--- src/rtl/fft_output_reorder.sv ---
// fft_output_reorder: natural-order reorder buffer at the output of the 32-point SDF FFT.
// Incoming samples arrive in bit-reversed frequency order. Each frame is written into one
// half of a ping-pong buffer at bit-reversed addresses. It is then read back sequentially,
// so the output comes out in natural order X[0]..X[N-1] at one sample per cycle.
// Optional feature: define REORDER_BYPASS_EN to add bypass_i. While bypass_i is high,
// the reorder buffer is bypassed and inputs are registered straight to the outputs.
module fft_output_reorder #(
    parameter int unsigned DATA_W = 16,
    parameter int unsigned LOG2N  = 5,
    parameter int unsigned N      = 32
) (
    input  logic                     clk,
    input  logic                     rst_n,
    input  logic                     valid_i,
    input  logic                     sof_i,
    input  logic signed [DATA_W-1:0] data_in_r,
    input  logic signed [DATA_W-1:0] data_in_i,
`ifdef REORDER_BYPASS_EN
    input  logic                     bypass_i,
`endif
    output logic                     valid_o,
    output logic                     sof_o,
    output logic signed [DATA_W-1:0] data_out_r,
    output logic signed [DATA_W-1:0] data_out_i
);

    localparam int unsigned SW = 2 * DATA_W;
    localparam int unsigned AW = LOG2N + 1;
    localparam logic [LOG2N-1:0] LAST = LOG2N'(N - 1);

    typedef enum logic {
        S_IDLE = 1'b0,
        S_READ = 1'b1
    } state_t;

    // Mirror the bit order of an index within LOG2N bits.
    function automatic logic [LOG2N-1:0] bitrev(input logic [LOG2N-1:0] a);
        logic [LOG2N-1:0] r;
        r = '0;
        for (int b = 0; b < int'(LOG2N); b++) begin
            r[b] = a[int'(LOG2N) - 1 - b];
        end
        return r;
    endfunction

    logic [SW-1:0]    mem [2*N];
    logic [LOG2N-1:0] wcnt;
    logic             wbank;
    logic [1:0]       full;
    state_t           state;
    logic             rbank;
    logic [LOG2N-1:0] rcnt;

    logic             bypass_c;
    logic             wr_en_c;
    logic [LOG2N-1:0] wr_addr_c;
    logic             complete_c;
    logic             rd_en_c;
    logic             rd_bank_c;
    logic [LOG2N-1:0] rd_addr_c;
    logic             rd_last_c;
    logic             other_ready_c;
    logic [SW-1:0]    rd_word_c;

`ifdef REORDER_BYPASS_EN
    assign bypass_c = bypass_i;
`else
    assign bypass_c = 1'b0;
`endif

    // Write side. A sof forces arrival index 0, and a write at index N-1 completes the frame.
    assign wr_en_c    = valid_i && !bypass_c;
    assign wr_addr_c  = sof_i ? '0 : bitrev(wcnt);
    assign complete_c = wr_en_c && !sof_i && (wcnt == LAST);

    // Read selection. A finished bank starts the reader. So does a bank that finishes on this
    // very edge, so that the first output appears one cycle after the last input.
    always_comb begin
        rd_en_c   = 1'b0;
        rd_bank_c = rbank;
        rd_addr_c = rcnt;
        if (!bypass_c) begin
            case (state)
                S_IDLE: begin
                    rd_addr_c = '0;
                    if (full[0]) begin
                        rd_en_c   = 1'b1;
                        rd_bank_c = 1'b0;
                    end else if (full[1]) begin
                        rd_en_c   = 1'b1;
                        rd_bank_c = 1'b1;
                    end else if (complete_c) begin
                        rd_en_c   = 1'b1;
                        rd_bank_c = wbank;
                    end
                end
                S_READ: begin
                    rd_en_c = 1'b1;
                end
                default: begin
                    rd_en_c = 1'b0;
                end
            endcase
        end
    end

    assign rd_last_c     = rd_en_c && (rd_addr_c == LAST);
    assign other_ready_c = full[~rd_bank_c] || (complete_c && (wbank != rd_bank_c));
    assign rd_word_c     = mem[{rd_bank_c, rd_addr_c}];

    // Sample storage. It is not reset, because its contents are only read after a full frame.
    always_ff @(posedge clk) begin
        if (wr_en_c) begin
            mem[AW'({wbank, wr_addr_c})] <= {data_in_r, data_in_i};
        end
    end

    // Write counter and write-bank toggle.
    always_ff @(posedge clk or negedge rst_n) begin
        if (!rst_n) begin
            wcnt  <= '0;
            wbank <= 1'b0;
        end else if (bypass_c) begin
            wcnt  <= '0;
            wbank <= 1'b0;
        end else if (wr_en_c) begin
            if (sof_i) begin
                wcnt <= LOG2N'(1);
            end else if (complete_c) begin
                wcnt  <= '0;
                wbank <= ~wbank;
            end else begin
                wcnt <= wcnt + LOG2N'(1);
            end
        end
    end

    // Bank-full flags. The writer sets a flag on frame completion; the reader clears it after its last read.
    always_ff @(posedge clk or negedge rst_n) begin
        if (!rst_n) begin
            full <= '0;
        end else if (bypass_c) begin
            full <= '0;
        end else begin
            if (complete_c) begin
                full[wbank] <= 1'b1;
            end
            if (rd_last_c) begin
                full[rd_bank_c] <= 1'b0;
            end
        end
    end

    // Reader FSM. It walks rcnt over one bank and then hops to the other bank without a bubble if that bank is ready.
    always_ff @(posedge clk or negedge rst_n) begin
        if (!rst_n) begin
            state <= S_IDLE;
            rbank <= 1'b0;
            rcnt  <= '0;
        end else if (bypass_c) begin
            state <= S_IDLE;
            rbank <= 1'b0;
            rcnt  <= '0;
        end else if (rd_en_c) begin
            state <= S_READ;
            rbank <= rd_bank_c;
            if (rd_last_c) begin
                rcnt <= '0;
                if (other_ready_c) begin
                    rbank <= ~rd_bank_c;
                end else begin
                    state <= S_IDLE;
                end
            end else begin
                rcnt <= rd_addr_c + LOG2N'(1);
            end
        end
    end

    // Registered outputs. The data registers hold their value whenever no sample is presented.
    always_ff @(posedge clk or negedge rst_n) begin
        if (!rst_n) begin
            valid_o    <= 1'b0;
            sof_o      <= 1'b0;
            data_out_r <= '0;
            data_out_i <= '0;
        end else if (bypass_c) begin
            valid_o <= valid_i;
            sof_o   <= valid_i && sof_i;
            if (valid_i) begin
                data_out_r <= data_in_r;
                data_out_i <= data_in_i;
            end
        end else if (rd_en_c) begin
            valid_o    <= 1'b1;
            sof_o      <= (rd_addr_c == '0);
            data_out_r <= rd_word_c[SW-1:DATA_W];
            data_out_i <= rd_word_c[DATA_W-1:0];
        end else begin
            valid_o <= 1'b0;
            sof_o   <= 1'b0;
        end
    end

endmodule

--- config.mk ---
export PLATFORM = sky130hd
export DESIGN_NAME = fft_output_reorder
export DESIGN_NICKNAME = d
export VERILOG_FILES = /design/src/rtl/fft_output_reorder.sv
export SDC_FILE = /design/constraint.sdc
export NUM_CORES = 2
export LEC_CHECK = 0
export ABC_AREA = 1
export BUFFER_PORTS_ARGS = -buffer_cell sky130_fd_sc_hd__buf_2
export CAP_MARGIN = 20
export CORE_MARGIN = 1.5
export CORE_UTILIZATION = 55
export CTS_CLUSTER_SIZE = 25
export DETAILED_ROUTE_END_ITERATION = 6
export GPL_TIMING_DRIVEN = 0
export MAX_ROUTING_LAYER = met4
export PLACE_DENSITY = 0.72
export RECOVER_POWER = 100
export SLEW_MARGIN = 20
export SYNTH_ARGS = -nofsm -noshare
export SYNTH_HDL_FRONTEND = slang
export SYNTH_SLANG_ARGS = --single-unit
--- constraint.sdc ---
create_clock -name clk -period 5.52 [get_ports clk]
set_input_delay 0.552 -clock clk [delete_from_list [all_inputs] [get_ports clk]]
set_output_delay 0.552 -clock clk [all_outputs]
set_load 0.02 [all_outputs]
Word level (Yosys, flattened, before mapping)
Memories as Yosys holds them, arrays and structs flattened. A register that Yosys moved wholly into a read port is not among the register bits.
Cells that the tools add are included.
Widths: inputs -> output; s select.
{"block": "op_classes", "addsub": 2, "magnitude_cmp": 5, "eq_ne": 3, "muxes": 29, "bitwise_logic": 7, "reduce_logical": 11}
{"op": "$mux 5", "count": 5}
{"op": "$mux 1", "count": 19}
{"op": "$add 5x1->5 const B", "count": 2}
{"op": "$eq 5x5->1 const B", "count": 2}
{"op": "$logic_and 1x1->1", "count": 6}
{"op": "$lt 1x2->1 const B", "count": 3}
{"op": "$logic_not 5->1", "count": 1}
{"op": "$mux 2", "count": 2}
{"op": "$not 1->1", "count": 4}
{"op": "$reduce_and 3->1", "count": 1}
{"op": "$and 2x2->2", "count": 1}
{"op": "$demux 1 s1", "count": 2}
{"op": "$ge 1x1->1 const B", "count": 2}
{"op": "$logic_not 1->1", "count": 2}
{"op": "$not 2->2", "count": 1}
{"op": "$or 2x2->2", "count": 1}
{"op": "$pmux 1 s2", "count": 1}
{"op": "$logic_or 1x1->1", "count": 1}
{"op": "$ne 1x1->1", "count": 1}
{"block": "totals", "regBits": 17, "ramBits": 2048, "wordCells": 66, "mem_count": 1}
{"name": "mem", "words": 64, "width": 32, "rd": 1, "rd_ports_with_merged_regs": 1, "wr": 1, "line_no": "46", "rtl": "logic [SW-1:0] mem [2*N];"}

Depth between registers and ports, before layout
{"block": "depth", "depth_word": 14, "mapped_depth": 15}

Worst setup path after synthesis
OpenSTA, ideal clock, no wires.
{"block": "synth_timing", "path_type": "input -> register", "startpoint": "in sof_i", "endpoint": "mem mem[48][0] (netlist bit) (enable)", "setup_ns": 0.461, "t_arrival_ns": 3.297, "path_slack_ns": 1.762, "stages": 5, "n_path_buf": 0, "cell_sequence": "nor2_1 > inv_1 > nor2_1 > nand2_1 > nor3_1"}
{"block": "synth_between", "elab_chain_len": 1}
{"item": "start, declared", "line_no": "15", "rtl": "input logic sof_i,"}
{"item": "$mux 5", "line_no": "73", "rtl": "assign wr_addr_c = sof_i ? '0 : bitrev(wcnt);"}
{"item": "end, declared", "line_no": "46"}
No other way between the ends.

Worst setup path in the final report
{"block": "layout_timing", "startpoint": "reg state", "endpoint": "reg data_out_r[3] (read register of mem)"}
{"block": "layout_between", "elab_chain_len": 2, "word_cells_on_any_way": 4}
{"item": "start, declared", "line_no": "50", "rtl": "state_t state;"}
{"item": "start signal, assigned", "line_no": "157", "rtl": "state <= S_IDLE;"}
{"item": "start signal, assigned", "line_no": "161", "rtl": "state <= S_IDLE;"}
{"item": "start signal, assigned", "line_no": "165", "rtl": "state <= S_READ;"}
{"item": "$not 1->1"}
{"item": "$pmux 1 s2", "line_no": "83", "rtl": "case (state)"}
{"item": "end, declared", "line_no": "23", "rtl": "output logic signed [DATA_W-1:0] data_out_r,"}
Parallel ways exist; a longest one is shown, timed or not.
A chain may end at the register's enable or synchronous reset.

==> run_results.csv <==
group,metric,value,unit
status,status,"finished, violations left",
status,violations,"max-capacitance violations, max-slew violations",
floorplanning,rows,148,
route,totalWireLength,277.0,mm
critical_path,start_kind,"flop",
finish,fill_cells,12800,
finish,area_growth,10.82,%
route,top_layer_used,"met4",
synthesis,ys_seq_area_frac,0.6936,
global_route,antenna_found_initial,11,
timing,hold_viol_final,0,
synthesis,netlist_area,0.09043,mm²
critical_path,worst_path_max_delay_cell,"clkbuf_1",
route,met2_length,124.0,mm
route,wl_met1,102.4,mm
synthesis,netlist_instances,8592,
route,ant_nets,0,
cts,post_cts_buffers,0,
critical_path,max_stage_delay,1.17,ns
global_route,grt_pass1_vias,60900,
pwr,p_sw_frac,0.3064,
synthesis,syn_nets,8633,
cts,cts-root-buf,"clkbuf_16",
place,port_buffers,69,
finish,drive_above_1_share,0.06947,
timing,maxSlewHeadroom,-1.607,
floorplanning,die_y,408.5,µm
pwr,seq_power_share,0.461,
pwr,post-layout-total-power,38.80,mW
pwr,vdd_ir_drop_max,0.3707,mV
timing,rsz0062_at_grt,"false",
pwr,cellLeakagePower,42.08,nW
route,wl_per_cell,24.47,µm
cts,htreeDepth,4,
pwr,power_density,387.2,mW/mm²
worst_hold_path,hp-class,"in2reg",
route,firstDrtPassIters,6,
timing,fmax,0.2165,GHz
place,place.gp.congestion,1.021,
floorplanning,io_pins,70,
pwr,clkPwrFrac,0.350,
finish,mostFrequentLayoutCell,"nand2_1",
synthesis,synthDistinctLibCells,33,
timing,worstMarginPinSlew,3.911,ns
timing,setup_viol,0,
critical_path,cp_data_arrival_time,5.32,ns
timing,whs,0.1179,ns
global_route,grt_pass1_wl,399.6,mm
route,via_count,64990,
timing,fin_worst_skew,0.02436,ns
cts,numCtsBuffers,209,
cts,cts_sinks,2097,
synthesis,synth_top_area_share,0.6801,
place,dpl.hpwl,192.9,mm
floorplanning,die_w,408.5,µm
floorplanning,die_area,0.1669,mm²
flow_run,maxCapViolCount,84,
synthesis,synth-seq-cells,2097,
synthesis,synthTopCellsByArea,"edfxtp_1 68%, nand3_1 11%, nand2_1 9.8%",
route,drtIter0Drc,8930,
cts,cts_tree,"done",
critical_path,required,6.22,ns
route,met3_length,31.63,mm
floorplanning,core_area,0.1630,mm²
global_route,grt_usage,0.3396,
route,drc,0,
synthesis,synth_top_area_cell,"edfxtp_1",
timing,fin_crit_sh,0.8368,
timing,min_period,4.619,ns
finish,multi_input_area,0.01977,mm²
cts,max-clock-path-buffers,3,
critical_path,crit_path_max_fanout,10,
finish,layout_common_cells,"2,365 x nand2_1, 2,048 x edfxtp_1, 1,961 x nand3_1, 1,497 x inv_1, 336 x buf_2",
critical_path,critical_path_class,"reg2reg",
finish,post-route-util,0.6150,
global_route,grt_max_degree,65,
global_route,grt.overflow.total,0,
cts,cts_resized,0,
finish,ff_latch_area,0.06273,mm²
pwr,power_frac_comb,0.189,
timing,slew_violations,2830,
synthesis,syn-mean-instance-area,10.52,µm²
floorplanning,initial_core_util,0.5549,
critical_path,crit_chain,"buf_4 -> nand2_1 -> inv_1 -> clkbuf_1 -> clkbuf_1 -> nand3_1 -> nand3_1 -> nand3_1 -> nand3_1 -> nand2_1 -> nand2_1 -> nand2_1",
synthesis,ys_warn_count,0,
pwr,intPower,26.91,mW
route,vias_per_cell,5.741,
cts,clk_latency,0.85,ns
finish,fin_nets,9012,
pwr,p_switching,11.89,mW
critical_path,end_kind,"flop",
cts,clkTransAtPathRegs,0.06,ns
==> worst max-delay path, delay by kind of cell, from the launching register on <==
| kind | cells | cell delay [ns] |
|---|---|---|
| buffers and inverters | 4 | 2.74 |
| and+or+nand+nor | 8 | 1.39 |
| DFF | 1 | 0.32 |
==> layer usage <==
metal  vias up  GRT usage
met5         -          -
met4         0     0.1928
met3       786    0.07567
met2      4037     0.5022
met1     31080     0.4351
li1      29090          -
==> synth_stat cells <==
| master | number |
|---|---|
| xnor2_1 | 1 |
| or2_2 | 2 |
| clkinv_1 | 1 |
| dfrtp_1 | 49 |
| inv_1 | 1496 |
| a21oi_1 | 1 |
| xor2_1 | 3 |
| buf_2 | 334 |
| buf_4 | 8 |
| nor3_4 | 1 |
| edfxtp_1 | 2048 |
| nor4_1 | 1 |
| buf_1 | 44 |
| a31oi_1 | 3 |
| o211ai_1 | 66 |
| ha_1 | 5 |
| nor2_4 | 1 |
| buf_6 | 1 |
| nand2_1 | 2363 |
| o21ai_1 | 1 |
| o31ai_1 | 1 |
| o22ai_1 | 3 |
| nor3_1 | 8 |
| nand4_1 | 3 |
| nand2_4 | 2 |
| nor2_1 | 71 |
| a211oi_1 | 1 |
| clkbuf_1 | 97 |
| nand3_1 | 1961 |
| inv_2 | 6 |
| nand2_2 | 3 |
| a22oi_1 | 1 |
| o21ai_0 | 6 |
==> cell families after synthesis <==
family          count (synthesis)  synth area share
simple gates                 4416            0.2112
flops                        2097            0.6936
buf+inv                      1987           0.08751
compound gates                 83          0.006586
fa+ha+maj                       5         0.0006918
xor+xnor                        4         0.0003875
==> power groups by stage <==
stage | sequential (mW) | combinational (mW) | clock [mW]
after floorplan | 18.2 | 3.79 | 0
after global routing | 17.9 | 7.76 | 14.2
after CTS | 17.8 | 7.22 | 13.6
after global placement | 18.2 | 6.96 | 0
final | 17.9 | 7.35 | 13.6
after detailed placement | 18.2 | 7.18 | 0
==> metrics by stage <==
stage          area (µm²)  instances  TNS (ns)  setup slack, ns
3_5_place_dp        96050      10930         0            1.981
6_report           100200      11320         0           0.9010
3_3_place_gp        93500      10840    -7.849          -0.1761
5_1_grt            100200      11320         0           0.8997
2_1_floorplan       90430       8592         0            1.762
4_1_cts            102400      11320         0            1.994
==> sequential cells by signal, summed over array words and instances, names as in the netlist <==
signal      cells
mem          2048
data_out_i     16
data_out_r     16
rcnt            5
wcnt            5
full            2
rbank           1
sof_o           1
state           1
valid_o         1
wbank           1
==> worst paths after layout <==
kind	cells past startpoint	slack [ns]	start	end
worst max-delay path	12	0.90	state$_DFFE_PN0P_	data_out_r[3]$_DFFE_PN0P_
worst min-delay path	3	0.12	valid_i	wcnt[0]$_DFFE_PN0P_
worst max register to register	12	0.90	state$_DFFE_PN0P_	data_out_r[3]$_DFFE_PN0P_
worst min register to register	2	0.47	data_out_i[15]$_DFFE_PN0P_	data_out_i[15]$_DFFE_PN0P_
max in group asynchronous	2	2.05	rst_n	data_out_i[10]$_DFFE_PN0P_
min in group asynchronous	2	1.39	rst_n	sof_o$_DFF_PN0_
==> cell type report <==
| type | instances | share of cell area |
|---|---|---|
| clock inverter | 117 | 0.008415 |
| tap | 2175 | 0.02715 |
| clock buffer | 264 | 0.05531 |
| antenna | 4 | 0.00009988 |
| buffer | 484 | 0.02266 |
| multi-input combinational | 4508 | 0.1973 |
| inverter | 1503 | 0.05630 |
| timing repair buffer | 168 | 0.006854 |
| sequential | 2097 | 0.6259 |
==> repair_timing <==
item,4_1_cts,5_1_grt
endpoints found under the setup margin,0,0
hold endpoints to repair,49,0
hold buffers,1,0
Note: power is estimated with default switching activity, not from simulation.
